==> src/rtl/ex_mem_stage_if.sv <==
// EX/MEM boundary bundle: execute-stage inputs, stage controls and memory-stage outputs.
// The master modport drives EX and the stage controls; the slave modport is the pipeline register.
interface ex_mem_stage_if #(
  parameter int WIDTH    = 16,
  parameter int REG_BITS = 4
);
  logic                stall;
  logic                flush;
  logic                ex_valid;
  logic [3:0]          ex_opcode;
  logic [WIDTH-1:0]    ex_alu_result;
  logic                ex_ovfl;
  logic [WIDTH-1:0]    ex_store_data;
  logic [REG_BITS-1:0] ex_rd;
  logic                ex_reg_wr;
  logic                ex_mem_rd;
  logic                ex_mem_wr;
  logic                ex_halt;

  logic                mem_valid;
  logic [3:0]          mem_opcode;
  logic [WIDTH-1:0]    mem_alu_result;
  logic [WIDTH-1:0]    mem_store_data;
  logic [REG_BITS-1:0] mem_rd;
  logic                mem_reg_wr;
  logic                mem_mem_rd;
  logic                mem_mem_wr;
  logic                mem_halt;
  logic [2:0]          flags;
  logic                halted;

  modport master (
    output stall, flush, ex_valid, ex_opcode, ex_alu_result, ex_ovfl, ex_store_data,
           ex_rd, ex_reg_wr, ex_mem_rd, ex_mem_wr, ex_halt,
    input  mem_valid, mem_opcode, mem_alu_result, mem_store_data, mem_rd,
           mem_reg_wr, mem_mem_rd, mem_mem_wr, mem_halt, flags, halted
  );

  modport slave (
    input  stall, flush, ex_valid, ex_opcode, ex_alu_result, ex_ovfl, ex_store_data,
           ex_rd, ex_reg_wr, ex_mem_rd, ex_mem_wr, ex_halt,
    output mem_valid, mem_opcode, mem_alu_result, mem_store_data, mem_rd,
           mem_reg_wr, mem_mem_rd, mem_mem_wr, mem_halt, flags, halted
  );
endinterface

==> src/rtl/ex_mem_stage.sv <==
// EX/MEM pipeline register for the WISC core: holds the EX result for MEM, owns the
// {Z,V,N} flag register, and latches a sticky halt once HLT passes through.
module ex_mem_stage #(
  parameter int WIDTH    = 16,
  parameter int REG_BITS = 4
) (
  input  logic           clk,
  input  logic           rst,
  ex_mem_stage_if.slave  bus
);

  typedef enum logic [3:0] {
    OP_ADD    = 4'b0000,
    OP_SUB    = 4'b0001,
    OP_XOR    = 4'b0010,
    OP_RED    = 4'b0011,
    OP_SLL    = 4'b0100,
    OP_SRA    = 4'b0101,
    OP_ROR    = 4'b0110,
    OP_PADDSB = 4'b0111,
    OP_HLT    = 4'b1111
  } opcode_e;

  logic live;
  logic zero;

  // Once halted, everything arriving from EX is squashed into a bubble.
  assign live = bus.ex_valid & ~bus.halted;
  assign zero = (bus.ex_alu_result == '0);

  always_ff @(posedge clk) begin
    if (rst) begin
      bus.mem_valid      <= 1'b0;
      bus.mem_opcode     <= '0;
      bus.mem_alu_result <= '0;
      bus.mem_store_data <= '0;
      bus.mem_rd         <= '0;
      bus.mem_reg_wr     <= 1'b0;
      bus.mem_mem_rd     <= 1'b0;
      bus.mem_mem_wr     <= 1'b0;
      bus.mem_halt       <= 1'b0;
      bus.flags          <= 3'b000;
      bus.halted         <= 1'b0;
    end else if (bus.flush) begin
      bus.mem_valid  <= 1'b0;
      bus.mem_reg_wr <= 1'b0;
      bus.mem_mem_rd <= 1'b0;
      bus.mem_mem_wr <= 1'b0;
      bus.mem_halt   <= 1'b0;
    end else if (!bus.stall) begin
      bus.mem_valid      <= live;
      bus.mem_opcode     <= bus.ex_opcode;
      bus.mem_alu_result <= bus.ex_alu_result;
      bus.mem_store_data <= bus.ex_store_data;
      bus.mem_rd         <= bus.ex_rd;
      bus.mem_reg_wr     <= bus.ex_reg_wr & live;
      bus.mem_mem_rd     <= bus.ex_mem_rd & live;
      bus.mem_mem_wr     <= bus.ex_mem_wr & live;
      bus.mem_halt       <= bus.ex_halt & live;
      if (live) begin
        // flags = {Z, V, N}; shift/logic ops touch only Z
        case (opcode_e'(bus.ex_opcode))
          OP_ADD, OP_SUB:
            bus.flags <= {zero, bus.ex_ovfl, bus.ex_alu_result[WIDTH-1]};
          OP_XOR, OP_SLL, OP_SRA, OP_ROR:
            bus.flags[2] <= zero;
          default: ;
        endcase
        if (bus.ex_opcode == OP_HLT) bus.halted <= 1'b1;
      end
    end
  end

endmodule

==> src/flat_wrapper.sv <==
// flat-port wrapper written by rule: the top's interface ports become plain ports
module ex_mem_stage_flat 
#(
  parameter int WIDTH    = 16,
  parameter int REG_BITS = 4
)
  (clk, rst, bus_stall, bus_flush, bus_ex_valid, bus_ex_opcode, bus_ex_alu_result, bus_ex_ovfl, bus_ex_store_data, bus_ex_rd, bus_ex_reg_wr, bus_ex_mem_rd, bus_ex_mem_wr, bus_ex_halt, bus_mem_valid, bus_mem_opcode, bus_mem_alu_result, bus_mem_store_data, bus_mem_rd, bus_mem_reg_wr, bus_mem_mem_rd, bus_mem_mem_wr, bus_mem_halt, bus_flags, bus_halted);
  ex_mem_stage_if #(.WIDTH(WIDTH), .REG_BITS(REG_BITS)) bus_i ();
  input  logic clk;
  input  logic rst;
  input wire logic [$bits(bus_i.stall)-1:0] bus_stall;
  input wire logic [$bits(bus_i.flush)-1:0] bus_flush;
  input wire logic [$bits(bus_i.ex_valid)-1:0] bus_ex_valid;
  input wire logic [$bits(bus_i.ex_opcode)-1:0] bus_ex_opcode;
  input wire logic [$bits(bus_i.ex_alu_result)-1:0] bus_ex_alu_result;
  input wire logic [$bits(bus_i.ex_ovfl)-1:0] bus_ex_ovfl;
  input wire logic [$bits(bus_i.ex_store_data)-1:0] bus_ex_store_data;
  input wire logic [$bits(bus_i.ex_rd)-1:0] bus_ex_rd;
  input wire logic [$bits(bus_i.ex_reg_wr)-1:0] bus_ex_reg_wr;
  input wire logic [$bits(bus_i.ex_mem_rd)-1:0] bus_ex_mem_rd;
  input wire logic [$bits(bus_i.ex_mem_wr)-1:0] bus_ex_mem_wr;
  input wire logic [$bits(bus_i.ex_halt)-1:0] bus_ex_halt;
  output wire logic [$bits(bus_i.mem_valid)-1:0] bus_mem_valid;
  output wire logic [$bits(bus_i.mem_opcode)-1:0] bus_mem_opcode;
  output wire logic [$bits(bus_i.mem_alu_result)-1:0] bus_mem_alu_result;
  output wire logic [$bits(bus_i.mem_store_data)-1:0] bus_mem_store_data;
  output wire logic [$bits(bus_i.mem_rd)-1:0] bus_mem_rd;
  output wire logic [$bits(bus_i.mem_reg_wr)-1:0] bus_mem_reg_wr;
  output wire logic [$bits(bus_i.mem_mem_rd)-1:0] bus_mem_mem_rd;
  output wire logic [$bits(bus_i.mem_mem_wr)-1:0] bus_mem_mem_wr;
  output wire logic [$bits(bus_i.mem_halt)-1:0] bus_mem_halt;
  output wire logic [$bits(bus_i.flags)-1:0] bus_flags;
  output wire logic [$bits(bus_i.halted)-1:0] bus_halted;
  assign bus_i.stall = bus_stall;
  assign bus_i.flush = bus_flush;
  assign bus_i.ex_valid = bus_ex_valid;
  assign bus_i.ex_opcode = bus_ex_opcode;
  assign bus_i.ex_alu_result = bus_ex_alu_result;
  assign bus_i.ex_ovfl = bus_ex_ovfl;
  assign bus_i.ex_store_data = bus_ex_store_data;
  assign bus_i.ex_rd = bus_ex_rd;
  assign bus_i.ex_reg_wr = bus_ex_reg_wr;
  assign bus_i.ex_mem_rd = bus_ex_mem_rd;
  assign bus_i.ex_mem_wr = bus_ex_mem_wr;
  assign bus_i.ex_halt = bus_ex_halt;
  assign bus_mem_valid = bus_i.mem_valid;
  assign bus_mem_opcode = bus_i.mem_opcode;
  assign bus_mem_alu_result = bus_i.mem_alu_result;
  assign bus_mem_store_data = bus_i.mem_store_data;
  assign bus_mem_rd = bus_i.mem_rd;
  assign bus_mem_reg_wr = bus_i.mem_reg_wr;
  assign bus_mem_mem_rd = bus_i.mem_mem_rd;
  assign bus_mem_mem_wr = bus_i.mem_mem_wr;
  assign bus_mem_halt = bus_i.mem_halt;
  assign bus_flags = bus_i.flags;
  assign bus_halted = bus_i.halted;
  ex_mem_stage #(.WIDTH(WIDTH), .REG_BITS(REG_BITS)) u_core (.clk(clk), .rst(rst), .bus(bus_i));
endmodule
==> config.mk <==
export PLATFORM = sky130hd
export DESIGN_NAME = ex_mem_stage_flat
export DESIGN_NICKNAME = d
export VERILOG_FILES = /design/src/rtl/ex_mem_stage_if.sv /design/src/rtl/ex_mem_stage.sv /design/src/flat_wrapper.sv
export SDC_FILE = /design/constraint.sdc
export NUM_CORES = 1
export LEC_CHECK = 0
export ABC_AREA = 1
export CAP_MARGIN = 10
export CORE_ASPECT_RATIO = 1.4
export CORE_UTILIZATION = 35
export CTS_CLUSTER_SIZE = 20
export DETAILED_ROUTE_END_ITERATION = 16
export PLACE_DENSITY = 0.75
export SETUP_SLACK_MARGIN = 0.5
export SYNTH_ARGS = -nofsm -noshare
export SYNTH_HDL_FRONTEND = slang
export SYNTH_SLANG_ARGS = --single-unit
==> constraint.sdc <==
create_clock -name clk -period 0.9 [get_ports clk]
set_input_delay 0.18 -clock clk [delete_from_list [all_inputs] [get_ports clk]]
set_output_delay 0.18 -clock clk [all_outputs]
set_load 0.05 [all_outputs]
==> flow_summary.json, run 1 <==
{
  "port_buffers": 98,
  "ys_types": 17,
  "yosysMostFrequentCell": "nor2_1",
  "globalRouteOverflowTotal": 205,
  "post-dp-hpwl_mm": 4.48,
  "row_count": 30,
  "dieWidth_um": 63.3,
  "initial_core_util_pct": 37.2,
  "worst_endpoint": "u_core.bus.mem_mem_wr$_SDFFE_PP0N_/D",
  "clockBufferDepth": 2,
  "cts_buffers": 5,
  "synth_area_leader_cell": "dfxtp_1",
  "place_area_sq_mm": 0.00368,
  "ios": 99,
  "yosys_warnings": 0,
  "htreeDepth": 2,
  "synth_fp_nets": 293,
  "yosysTopAreaCellShare_pct": 53.2,
  "clock-sinks": 49,
  "die_h_um": 87.9,
  "synth_edf_count": 0,
  "synth_flop_cell": "dfxtp_1",
  "cts-root-buf": "clkbuf_8",
  "stop_error": "[ERROR GRT-0232] Routing congestion too high. Check the congestion heatmap in the GUI.",
  "endpoint_type": "sequential cell input",
  "ys_async_sr_fraction_pct": 0,
  "haltStage": "global routing (5_1_grt)",
  "synth_area_sq_mm": 0.00184,
  "syn_avg_cell_area_sq_um": 7.58,
  "grtUsageTotal_pct": 83.8,
  "synthTopCellsByCount": "90 x nor2_1, 49 x dfxtp_1, 39 x o21ai_0",
  "cts.hold.buffers_added": 0,
  "gp_congestion": 0.788,
  "synthCells": 243,
  "grt_start_max_net_pins": 16,
  "ys_ff_latch": 49,
  "yosysSeqAreaShare_pct": 53.2,
  "status": "stopped before the end",
  "antenna_found_initial": 2,
  "synth_area_leaders": "dfxtp_1 53%, nor2_1 18%, o21ai_0 11%"
}
cell families after synthesis:
kind of cell    synth area share [%]
compound gates                  13.6
buf+inv                         7.67
flops                           53.2
simple gates                    25.5
per-layer routing:
metal / overflow / global-route usage [%]
met5: 0 / 8.93
met4: 64 / 100
met1: 2 / 78.2
met2: 139 / 110
met3: 0 / 58.2
through the flow:
step                      setup TNS, ns  utilization (%)  cells  setup WS (ns)
after floorplan                       0                -    243        0.00517
after CTS                         -5.75             94.1    464         -0.186
after global placement           -22.43             74.3    410         -0.491
after detailed placement         -24.43             74.3    410         -0.613
what timing repair did:
action                                 CTS
resized for setup                      130
endpoints found under the hold margin    0
buffers inserted                        38
setup endpoints to repair               98
pin swaps                               38
gates cloned                             8
==> inputs of run 2 (changes only) <==
CORE_ASPECT_RATIO = default   (was 1.4)
CORE_UTILIZATION = 38   (was 35)
CTS_CLUSTER_SIZE = default   (was 20)
PLACE_DENSITY = default   (was 0.75)
PLACE_DENSITY_LB_ADDON = 0.15   (was default)
SETUP_SLACK_MARGIN = default   (was 0.5)
clock period = 1.2 ns   (was 0.9 ns; I/O delays follow)
==> flow_summary.json, run 2 <==
{
  "skew_ns": 0.00276,
  "layout_commonest_cell": "nor2_1",
  "drv_cap": 0,
  "drt_iter0_drc": 82,
  "power.total_mw": 3.90,
  "synthTopCellsByCount": "90 x nor2_1, 49 x dfxtp_1, 39 x o21ai_0",
  "relSlewSlack_pct": 86.6,
  "path_class": "reg -> out",
  "critPathRequiredTime_ns": 0.96,
  "setup_viol": 0,
  "firstDrtPassIters": 4,
  "cts_tree": "done",
  "die_h_um": 71.6,
  "htreeDepth": 2,
  "clockBufferDepth": 2,
  "yosys_warnings": 0,
  "routed-via-count": 1893,
  "top_regs": "u_core.bus.mem_alu_result (16), u_core.bus.mem_store_data (16)",
  "synth_area_sq_mm": 0.00184,
  "drive_gt1_share_pct": 21.4,
  "postRouteAntennaNets": 0,
  "synth_fp_nets": 293,
  "clkTransAtPathRegs_ns": 0.08,
  "port_buffers": 98,
  "yosysSeqAreaShare_pct": 53.2,
  "cp.arrival_ns": 0.86,
  "report.final.slew_viol_count": 0,
  "p_per_area_mw_per_mm2": 1110,
  "cts.hold.buffers_added": 0,
  "synth_area_leader_cell": "dfxtp_1",
  "rsz0062_at_grt": "false",
  "slowest_delay_ns": 0.40,
  "die_area_sq_mm": 0.00513,
  "grtUsageTotal_pct": 21.1,
  "cts_buffers": 5,
  "finalWorstSetupSlack_ns": 0.104,
  "grt_start_max_net_pins": 28,
  "gp_congestion": 0.737,
  "critPathMaxFanout": 3,
  "path_delay_family": "flip-flops",
  "synth_edf_count": 0,
  "grt_pass1_wl_mm": 8.48,
  "path_buf_inv": 1,
  "antenna_found_initial": 0,
  "yosysTopAreaCellShare_pct": 53.2,
  "ys_async_sr_fraction_pct": 0,
  "ys_types": 17,
  "initial_core_util_pct": 40.9,
  "start_kind": "flip-flop",
  "fin_nets": 400,
  "grt_pass1_vias": 1898,
  "crit_slowest_cell": "dfxtp_1",
  "synth_area_leaders": "dfxtp_1 53%, nor2_1 18%, o21ai_0 11%",
  "dieWidth_um": 71.6,
  "yosysMostFrequentCell": "nor2_1",
  "end_kind": "output port",
  "max_freq_ghz": 0.913,
  "area_growth_syn_to_layout_pct": 91.0,
  "clock-sinks": 49,
  "wl_mm": 5.00,
  "vdd.ir_drop.worst_mv": 0.649,
  "globalRouteOverflowTotal": 0,
  "crit_chain": "buf_12",
  "wl_per_cell_um": 12.4,
  "place_ws_ns": -0.279,
  "design.core.area_sq_mm": 0.00450,
  "antenna_cells": 0,
  "fillers": 311,
  "status": "finished, final reports clean",
  "hold_viol_final": 0,
  "cts-root-buf": "clkbuf_8",
  "clock_latency_ns": 0.30,
  "synthCells": 243,
  "timing.hold.ws_ns": 0.346,
  "mostFrequentLayoutCells": "90 x nor2_1, 51 x buf_12, 49 x dfxtp_1",
  "drcViolationCount": 0,
  "syn_avg_cell_area_sq_um": 7.58,
  "fin_tns_setup_ns": 0,
  "finalCritPeriodShare_pct": 91.3,
  "synth_flop_cell": "dfxtp_1",
  "row_count": 24,
  "viasPerCell": 4.71,
  "finalCriticalPeriod_ns": 1.10,
  "post-dp-hpwl_mm": 3.82,
  "tightest_slew_ns": 0.199,
  "leakage_nw": 1.52,
  "ys_ff_latch": 49,
  "hp-class": "in -> reg",
  "ios": 99
}
-- run 2: cell counts after synthesis --
Identical to the previous run, type by type.
-- run 2: per-stage QoR --
stage	util, %	cell area (sq um)	cells
6_report	78.2	3520	402
5_1_grt	78.2	3520	402
4_1_cts	78.0	3510	402
3_5_place_dp	76.1	3430	395
3_3_place_gp	76.1	3430	395
2_1_floorplan	-	1840	243
-- run 2: cells by family (layout without fill, tap and decap cells) --
group | after synthesis | in the layout | synth area share [%]
compound gates | 50 | 50 | 13.6
flops | 49 | 49 | 53.2
simple gates | 119 | 119 | 25.5
buf+inv | 25 | 132 | 7.67
-- run 2: path summary, 6_finish.rpt --
kind         slack (ns)                        startpoint                                     to  depth (start not counted)
min                0.35                         bus_stall  u_core.bus.mem_opcode[3]$_SDFFE_PP0P_                          4
max                0.10    u_core.bus.halted$_SDFFE_PP0P_                             bus_halted                          1
min reg2reg        0.50  u_core.bus.mem_halt$_SDFFE_PP0N_       u_core.bus.mem_halt$_SDFFE_PP0N_                          2
max reg2reg        0.20    u_core.bus.halted$_SDFFE_PP0P_     u_core.bus.mem_reg_wr$_SDFFE_PP0N_                          6
-- run 2: layer usage --
metal	global-route usage (%)	wire, um
met4	6.54	53
met3	6.47	341
met2	38.3	2520
met5	0	0
met1	23.5	2080
-- run 2: final cells by class --
| class | instances | area (sq um) | share of cell area, % |
|---|---|---|---|
| clock buffers | 7 | 86.3 | 2.45 |
| inverters | 12 | 45.0 | 1.28 |
| multi-input cells | 169 | 726 | 20.6 |
| flip-flops and latches | 49 | 981 | 27.9 |
| well taps | 52 | 65.1 | 1.85 |
| repair buffers | 113 | 1620 | 45.9 |
-- run 2: power breakdown --
group          internal (mW)  total [mW]  switching [mW]
Combinational          0.578        1.12           0.545
Sequential              1.72        1.81          0.0935
Clock                  0.458       0.968           0.510
Total                   2.76        3.90            1.15
-- run 2: repair_timing --
item	4_1_cts	5_1_grt
endpoints found under the hold margin	0	0
buffers inserted	0	0
gates resized for setup	0	3
setup endpoints to repair	0	35
Note: power is estimated with default switching activity, not from simulation.
==> inputs of run 3 (changes only) <==
CTS_BUF_LIST = sky130_fd_sc_hd__clkbuf_16   (was default)
PLACE_DENSITY = 0.74   (was default)
PLACE_DENSITY_LB_ADDON = default   (was 0.15)
TNS_END_PERCENT = 100   (was default)
==> flow_summary.json, run 3 (synthesized netlist as in run 2, its figures left out) <==
{
  "die_area_sq_mm": 0.00513,
  "tightest_slew_ns": 0.200,
  "power.internal_mw": 3.07,
  "firstDrtPassIters": 4,
  "power.total_mw": 4.28,
  "gp_congestion": 0.745,
  "antenna_cells": 0,
  "clkTransAtPathRegs_ns": 0.06,
  "p_sw_mw": 1.22,
  "design.core.area_sq_mm": 0.00450,
  "cts_buffers": 5,
  "antenna_found_initial": 0,
  "skew_ns": 0.00311,
  "grtUsageTotal_pct": 22.4,
  "swShare_pct": 28.4,
  "crit_path_start": "bus_ex_valid",
  "viasPerCell": 4.90,
  "drt_iter0_drc": 60,
  "routed-via-count": 1976,
  "power_frac_comb_pct": 26.7,
  "row_count": 24,
  "port_buffers": 98,
  "r2r_start": "u_core.bus.halted$_SDFFE_PP0P_",
  "cp_common_cell": "nand2_1",
  "crit_slowest_cell": "clkdlybuf4s50_1",
  "grt_pass1_wl_mm": 8.96,
  "slowest_delay_ns": 0.48,
  "report.final.slew_viol_count": 0,
  "clock_power_share_pct": 30.9,
  "wl_per_cell_um": 13.3,
  "hold_viol_final": 0,
  "final_util_pct": 80.0,
  "sequentialPowerShare_pct": 42.4,
  "cts-root-buf": "clkbuf_16",
  "setup_viol": 0,
  "layout_commonest_cell": "nor2_1",
  "drcViolationCount": 0,
  "cp.arrival_ns": 1.30,
  "globalRouteOverflowTotal": 0,
  "clock_latency_ns": 0.28,
  "initial_core_util_pct": 40.9,
  "drive_gt1_share_pct": 21.7,
  "cts_setup_buffers": 0,
  "ios": 99,
  "clock-sinks": 49,
  "area_growth_syn_to_layout_pct": 95.5,
  "finalWorstSetupSlack_ns": 0.0932,
  "post-dp-hpwl_mm": 4.05,
  "critPathMaxFanout": 5,
  "status": "finished, final reports clean",
  "finalCritPeriodShare_pct": 92.2,
  "path_class": "in -> reg",
  "dieWidth_um": 71.6,
  "leakage_nw": 1.56,
  "drv_cap": 0,
  "relSlewSlack_pct": 86.7,
  "hp-class": "in -> reg",
  "mostFrequentLayoutCells": "90 x nor2_1, 53 x buf_12, 49 x dfxtp_1",
  "htreeDepth": 2,
  "postRouteAntennaNets": 0,
  "fillers": 298,
  "clockBufferDepth": 2,
  "end_kind": "flip-flop",
  "cts_tree": "done",
  "worstHoldStart": "bus_flush",
  "top_regs": "u_core.bus.mem_alu_result (16), u_core.bus.mem_store_data (16)",
  "p_per_area_mw_per_mm2": 1190,
  "rsz0062_at_grt": "false",
  "max_freq_ghz": 0.904,
  "crit_chain": "clkdlybuf4s50_1 -> nand2_1 -> nor2_1 -> buf_4 -> nand2_1 -> a21oi_1",
  "finalCriticalPeriod_ns": 1.11,
  "grt_start_max_net_pins": 28,
  "fin_nets": 400,
  "grt_pass1_vias": 1924,
  "wl_mm": 5.36,
  "vdd.ir_drop.worst_mv": 0.849,
  "die_h_um": 71.6,
  "start_kind": "input pin",
  "critPathRequiredTime_ns": 1.39,
  "place_ws_ns": -0.316
}
-- run 3: final timing paths --
check,endpoint,slack (ns),depth (start not counted)
worst max-delay path,u_core.bus.mem_reg_wr$_SDFFE_PP0N_,0.09,6
worst min-delay path,u_core.bus.mem_mem_wr$_SDFFE_PP0N_,0.41,3
worst max register to register,u_core.bus.mem_reg_wr$_SDFFE_PP0N_,0.11,6
worst min register to register,u_core.bus.mem_opcode[3]$_SDFFE_PP0P_,0.49,2
-- run 3: layout make-up --
cell class | count | area [sq um] | share of cell area (%)
repair buffers | 113 | 1650 | 45.7
flip-flops and latches | 49 | 981 | 27.2
multi-input cells | 169 | 726 | 20.1
clock buffers | 5 | 125 | 3.47
well taps | 52 | 65.1 | 1.81
inverters | 12 | 45.0 | 1.25
clock inverters | 3 | 13.8 | 0.382
-- run 3: stage by stage --
step	hold WS, ns	TNS, ns	cells	cell area [sq um]
2_1_floorplan	0.309	0	243	1840
3_3_place_gp	0.483	-9.63	395	3450
3_5_place_dp	0.484	-10.81	395	3450
4_1_cts	0.493	0	403	3590
5_1_grt	0.429	0	403	3600
6_report	0.413	0	403	3600
-- run 3: what timing repair did --
item                       4_1_cts  5_1_grt
gates resized for setup          4        4
setup endpoints to repair        4       29
pin swaps                        1        1
hold buffers                     0        0
-- run 3: worst max-delay path: cells and delay by family --
kind / cells / cell delay, ns
buffers and inverters: 2 / 0.62
AOI/OAI and AO/OA: 1 / 0.19
and+or+nand+nor: 3 / 0.25
-- run 3: metal layers --
layer | GRT usage (%) | part of all wire [%]
met1 | 25.2 | 41
met3 | 6.19 | 6.6
met4 | 9.37 | 2.3
met5 | 0 | 0
met2 | 39.9 | 51
-- run 3: power by group through the flow --
| stage | Combinational (mW) | Clock, mW | Sequential, mW |
|---|---|---|---|
| 2_1_floorplan | 0.185 | 0 | 2.12 |
| 3_3_place_gp | 1.13 | 0 | 1.85 |
| 3_5_place_dp | 1.14 | 0 | 1.85 |
| 4_1_cts | 1.15 | 1.35 | 1.82 |
| 5_1_grt | 1.21 | 1.42 | 1.83 |
| 6_report | 1.14 | 1.32 | 1.82 |
